$ cat config.mk
export PLATFORM = sky130hd
export DESIGN_NAME = seg_scan_ctrl
export DESIGN_NICKNAME = d
export VERILOG_FILES = /design/src/rtl/seg_pkg.sv /design/src/rtl/seg_lzb_mask.sv /design/src/rtl/seg_scan_ctrl.sv
export SDC_FILE = /design/constraint.sdc
export NUM_CORES = 1
export LEC_CHECK = 0
export BUFFER_PORTS_ARGS = -buffer_cell sky130_fd_sc_hd__buf_2
export CORE_MARGIN = 3
export CORE_UTILIZATION = 60
export CTS_BUF_LIST = sky130_fd_sc_hd__clkbuf_16
export DETAILED_ROUTE_END_ITERATION = 8
export GPL_TIMING_DRIVEN = 0
export PLACE_DENSITY = 0.84
export SLEW_MARGIN = 20
export SYNTH_ARGS = -nofsm -noshare
export SYNTH_HDL_FRONTEND = slang
export SYNTH_HIERARCHICAL = 1
export SYNTH_SLANG_ARGS = --single-unit
$ cat constraint.sdc
create_clock -name CLK -period 10.7 [get_ports CLK]
set_clock_uncertainty 0.2 [all_clocks]
set_input_delay 2.14 -clock CLK [delete_from_list [all_inputs] [get_ports CLK]]
set_output_delay 2.14 -clock CLK [all_outputs]
set_load 0.01 [all_outputs]
$ cat src/rtl/seg_pkg.sv
// Shared definitions for the multiplexed 7-segment scan controller:
// FSM state encoding, decoder blank code and nibble selection.
package seg_pkg;

  localparam logic [1:0] ST_IDLE  = 2'd0;
  localparam logic [1:0] ST_BLANK = 2'd1;
  localparam logic [1:0] ST_SETUP = 2'd2;
  localparam logic [1:0] ST_SHOW  = 2'd3;

  // The external decoder renders this code as all segments off.
  localparam logic [3:0] BLANK_CODE = 4'hF;

  localparam int NUM_DIGITS = 4;

  function automatic logic [3:0] nibble_sel(input logic [15:0] value, input logic [1:0] idx);
    return value[{idx, 2'b00} +: 4];
  endfunction

endpackage

$ cat src/rtl/seg_lzb_mask.sv
// Leading-zero blanking: replaces zero nibbles above the first non-zero
// digit with the blank code. Digit 0 always passes through.
module seg_lzb_mask
  import seg_pkg::*;
(
  input  logic [15:0] i_value,
  input  logic        i_lzb,
  output logic [15:0] o_value
);

  logic [3:0] w_blank;

  assign w_blank[3] = i_lzb && (i_value[15:12] == 4'h0);
  assign w_blank[0] = 1'b0;

  // A digit blanks only when it is zero and everything above it blanked.
  generate
    for (genvar gi = 2; gi >= 1; gi--) begin : g_chain
      assign w_blank[gi] = w_blank[gi+1] && (i_value[gi*4 +: 4] == 4'h0);
    end
    for (genvar gi = 0; gi < NUM_DIGITS; gi++) begin : g_out
      assign o_value[gi*4 +: 4] = w_blank[gi] ? BLANK_CODE : i_value[gi*4 +: 4];
    end
  endgenerate

endmodule

$ cat src/rtl/seg_scan_ctrl.sv
// Four-digit multiplexed display scanner: dead time, one setup cycle to
// preload the decoder nibble, then a lit dwell per digit.
module seg_scan_ctrl
  import seg_pkg::*;
#(
  parameter int SCAN_DIV    = 1000,
  parameter int DEAD_CYCLES = 4
) (
  input  logic        CLK,
  input  logic        RST,
  input  logic        EN,
  input  logic        LZB,
  input  logic        LOAD,
  input  logic [15:0] VALUE,
  output logic [3:0]  DIG_D,
  output logic [3:0]  AN,
  output logic        FRAME_DONE
);

  localparam int DWELL_W = $clog2(SCAN_DIV);
  localparam int DEAD_W  = $clog2(DEAD_CYCLES + 1);

  localparam logic [DWELL_W-1:0] DWELL_LAST = DWELL_W'(SCAN_DIV - 1);
  localparam logic [DEAD_W-1:0]  DEAD_LAST  = DEAD_W'(DEAD_CYCLES - 1);

  logic [1:0]         r_state;
  logic [1:0]         r_digit;
  logic [DWELL_W-1:0] r_dwell_cnt;
  logic [DEAD_W-1:0]  r_dead_cnt;
  logic [15:0]        r_pending;
  logic [15:0]        r_active;
  logic [3:0]         r_dig_d;
  logic [3:0]         r_an;
  logic               r_frame_done;

  logic [1:0]         w_state_next;
  logic [1:0]         w_digit_next;
  logic [DWELL_W-1:0] w_dwell_next;
  logic [DEAD_W-1:0]  w_dead_next;
  logic               w_frame_end;
  logic               w_copy;
  logic [15:0]        w_src;
  logic [15:0]        w_masked;
  logic [3:0]         w_nibble;

  always_comb begin
    w_state_next = r_state;
    w_digit_next = r_digit;
    w_dwell_next = r_dwell_cnt;
    w_dead_next  = r_dead_cnt;
    w_frame_end  = 1'b0;
    if (!EN) begin
      w_state_next = ST_IDLE;
      w_digit_next = 2'd0;
      w_dwell_next = '0;
      w_dead_next  = '0;
    end else begin
      case (r_state)
        ST_IDLE: begin
          w_state_next = ST_BLANK;
          w_dead_next  = '0;
        end
        ST_BLANK: begin
          if (r_dead_cnt == DEAD_LAST) begin
            w_state_next = ST_SETUP;
            w_dead_next  = '0;
          end else begin
            w_dead_next = r_dead_cnt + 1'b1;
          end
        end
        ST_SETUP: begin
          w_state_next = ST_SHOW;
          w_dwell_next = '0;
        end
        default: begin
          if (r_dwell_cnt == DWELL_LAST) begin
            w_state_next = ST_BLANK;
            w_dwell_next = '0;
            w_digit_next = r_digit + 2'd1;
            w_frame_end  = (r_digit == 2'd3);
          end else begin
            w_dwell_next = r_dwell_cnt + 1'b1;
          end
        end
      endcase
    end
  end

  // The frame value transfers as digit 0 enters SETUP; that digit's nibble
  // is taken straight from pending so the whole frame stays consistent.
  assign w_copy = (w_state_next == ST_SETUP) && (w_digit_next == 2'd0);
  assign w_src  = w_copy ? r_pending : r_active;

  seg_lzb_mask u_lzb_mask (
    .i_value (w_src),
    .i_lzb   (LZB),
    .o_value (w_masked)
  );

  assign w_nibble = nibble_sel(w_masked, w_digit_next);

  always_ff @(posedge CLK) begin
    if (RST) begin
      r_state      <= ST_IDLE;
      r_digit      <= 2'd0;
      r_dwell_cnt  <= '0;
      r_dead_cnt   <= '0;
      r_pending    <= 16'h0000;
      r_active     <= 16'h0000;
      r_dig_d      <= BLANK_CODE;
      r_an         <= 4'b0000;
      r_frame_done <= 1'b0;
    end else begin
      if (LOAD) begin
        r_pending <= VALUE;
      end
      if (w_copy) begin
        r_active <= r_pending;
      end
      r_state      <= w_state_next;
      r_digit      <= w_digit_next;
      r_dwell_cnt  <= w_dwell_next;
      r_dead_cnt   <= w_dead_next;
      r_frame_done <= w_frame_end;
      r_an         <= (w_state_next == ST_SHOW) ? (4'b0001 << w_digit_next) : 4'b0000;
      // DIG_D settles during SETUP, a cycle before the anode turns on.
      if (w_state_next == ST_IDLE) begin
        r_dig_d <= BLANK_CODE;
      end else if (w_state_next == ST_SETUP) begin
        r_dig_d <= w_nibble;
      end
    end
  end

  assign DIG_D      = r_dig_d;
  assign AN         = r_an;
  assign FRAME_DONE = r_frame_done;

endmodule
==> flow_metrics.tcl <==
set metrics [dict create \
    outcome "completed" \
    die_h_um 74.1 \
    dp.cells 367 \
    syn-num-nets 313 \
    grt_pass1_wl_um 9230 \
    area_growth_syn_to_layout_pct 16.0 \
    maxSlewHeadroom_pct 38.7 \
    synth_area_um2 2790 \
    setup_viol 0 \
    p_int_w 0.000381 \
    critPathMaxFanout 10 \
    final_cell_mix "dfxtp_1, nor2_1, buf_2, mux2i_1, nand2_1" \
    drt_wl_total_um 5520 \
    antenna_cells 0 \
    grt_busiest_layer "met2" \
    hp-class "reg2reg" \
    timing.final.crit_share_pct 48.7 \
    crit_start "EN" \
    drive_gt1_share_pct 22.1 \
    ctsHoldBuffers 0 \
    fin_crit_ns 5.21 \
    yosysUniqueCellTypes 51 \
    clock_latency_ns 0.32 \
    cts_buffers 9 \
    final_common_cell "dfxtp_1" \
    coreArea_um2 4410 \
    worstPathArrival_ns 5.25 \
    timing.reg2reg.setup_slack_ns 6.58 \
    combinationalPowerShare_pct 4.4 \
    die-area_um2 5500 \
    yosysSeqAreaShare_pct 41.7 \
    avgSynthCellArea_um2 9.64 \
    grt_max_degree 11 \
    die_x_um 74.1 \
    ant_nets 0 \
    rsz0062_at_grt "false" \
    final_max_slew_viol_count 0 \
    grt_pass1_vias 2092 \
    fin_cells 382 \
    r2r_start "r_dwell_cnt[0]$_SDFFE_PP0N_" \
    globalRouteMet3Util_pct 4.19 \
    crit_buf_inv 2 \
    crit_chain "clkbuf_1 -> nand3b_2 -> a211oi_4 -> buf_12 -> mux2_4 -> or4b_4 -> nor4_4 -> a21o_1 -> o211a_1 -> a2111oi_0 -> a211oi_1" \
    tightest_slew_ns 0.912 \
    viasPerCell 5.70 \
    clockPowerShare_pct 49.5 \
    cts_resized 0 \
    cap_violations 0 \
    cp.depth 11 \
    synth_edf_count 0 \
    crit_required_ns 10.73 \
    async_flop_share_pct 0 \
    nets 350 \
    p_sw_w 0.000103 \
    path_clk_slew_ns 0.05 \
    cts.path.max_buffers 2 \
    fmax_mhz 192 \
    cts_tree "yes" \
    cts.sinks 58 \
    io_buffers 26 \
    total_power_w 0.000483 \
    firstDrtPassIters 4 \
    p_leak_nw 1.36 \
    wl_per_cell_um 14.4 \
    synth-seq-cells 58 \
    synthFlopType "dfxtp_1" \
    yosysWarningCount 6 \
    fin_tns_setup_ns 0 \
    critPathKind "in2reg" \
    rows 24 \
    cts-htree-levels 3 \
    crit_slowest_cell "or4b_4" \
    use_met1_pct 27.4 \
    cp_top_family "compound AO/OA/AOI/OAI gates" \
    syn_inst 289 \
    p_per_area_nw_per_um2 149 \
    cp-start-kind "input port" \
    cts_setup_buffers 0 \
    initial_core_util_pct 63.1 \
    grt-ovfl-total 0 \
    hpwl_um 3880 \
    use_met2_pct 35.9 \
    cts_root_buf "clkbuf_16" \
    vdd.ir_drop.worst_mv 0.103 \
    r2r_end "DIG_D[2]$_SDFFE_PP1N_" \
    drtIter0Drc 187 \
    critPathCapture "DIG_D[2]$_SDFFE_PP1N_" \
    grt.total_usage_pct 21.9 \
    place.gp.congestion 0.879 \
    finalHoldViolCount 0 \
    io_pins 30 \
    r2r_cells 12 \
    power.share.switching_pct 21.2 \
    antenna_found_initial 0 \
    cpPeakStageDelay_ns 0.58 \
    end_kind "register" \
    vias 2178 \
    route.detailed.drc 0 \
    seq_power_share_pct 46.1 \
]
power by group through the flow:
stage / Combinational [W] / Sequential, W / Clock (W)
after floorplan: 0.0000148 / 0.000226 / 0
after global placement: 0.0000204 / 0.000227 / 0
after detailed placement: 0.0000212 / 0.000227 / 0
after CTS: 0.0000213 / 0.000223 / 0.000241
after global routing: 0.0000240 / 0.000223 / 0.000251
final: 0.0000212 / 0.000223 / 0.000239
per-stage QoR:
step	setup slack, ns	utilization (%)	instance area (um2)	hold slack [ns]
finish	5.49	73.2	3230	0.292
global route	5.27	73.2	3230	0.313
CTS	5.48	73.2	3230	0.288
detailed placement	5.18	67.5	2980	0.278
global placement	5.28	67.5	2980	0.272
floorplan	5.60	-	2790	0.252
cell type report:
type / count / area (um2)
Multi-Input combinational cell: 208 / 1510
Fill cell: 321 / 1180
Sequential cell: 58 / 1160
Clock buffer: 9 / 225
Timing Repair Buffer: 26 / 130
Buffer: 17 / 95.1
Tap cell: 52 / 65.1
Clock inverter: 6 / 25.0
Inverter: 6 / 22.5
tightest hold or removal path, stage by stage, from the launching register on:
cell     delay [ns]
dfxtp_1        0.32
mux2i_1        0.06
nor2_1         0.07
synthesized netlist by cell type (4+ instances only):
cell,count,area (um2)
dfxtp_1,58,1160
nor2_1,45,169
mux2i_1,22,220
nand2_1,12,45.0
a21oi_1,11,55.1
mux2_4,10,150
nor2b_1,10,62.6
clkbuf_1,9,33.8
o21ai_0,9,45.0
and2b_1,7,52.6
mux2_2,7,78.8
or2_1,7,43.8
a21o_1,6,45.0
inv_1,6,22.5
nor3_1,6,30.0
a311oi_1,4,35.0
and3_1,4,25.0
buf_4,4,30.0
nand2b_1,4,25.0
cell families after synthesis:
logic type	synth area share (%)
buf+inv	4.22
flops	41.7
compound gates	11.6
simple gates	25.0
fa+ha+maj	1.35
mux	16.1
metal layers:
layer / wire length (um) / vias up
li1: - / 1085
met1: 2510 / 1025
met2: 2650 / 55
met3: 243 / 13
met4: 114 / 0
met5: 0 / -
sequential cells by signal, indices dropped and copies added, names as in the netlist, 2 cells and up:
name / count
r_active: 16
r_dwell_cnt: 10
r_state: 2
DIG_D: 4
r_pending: 16
r_dead_cnt: 3
r_digit: 2
AN: 4
worst min path at each step:
stage,slack [ns],to,cells after the start,from
after global placement,0.27,r_dwell_cnt[9]$_SDFFE_PP0N_,1,r_dwell_cnt[9]$_SDFFE_PP0N_
after detailed placement,0.28,r_dwell_cnt[9]$_SDFFE_PP0N_,1,r_dwell_cnt[9]$_SDFFE_PP0N_
after global routing,0.31,r_dead_cnt[2]$_SDFFE_PP0P_,1,r_dead_cnt[2]$_SDFFE_PP0P_
after floorplan,0.25,r_dwell_cnt[9]$_SDFFE_PP0N_,1,r_dwell_cnt[9]$_SDFFE_PP0N_
final,0.29,r_pending[0]$_SDFFE_PP0P_,2,r_pending[0]$_SDFFE_PP0P_
after CTS,0.29,r_dwell_cnt[9]$_SDFFE_PP0N_,1,r_dwell_cnt[9]$_SDFFE_PP0N_
Note: power is estimated with default switching activity, not from simulation.
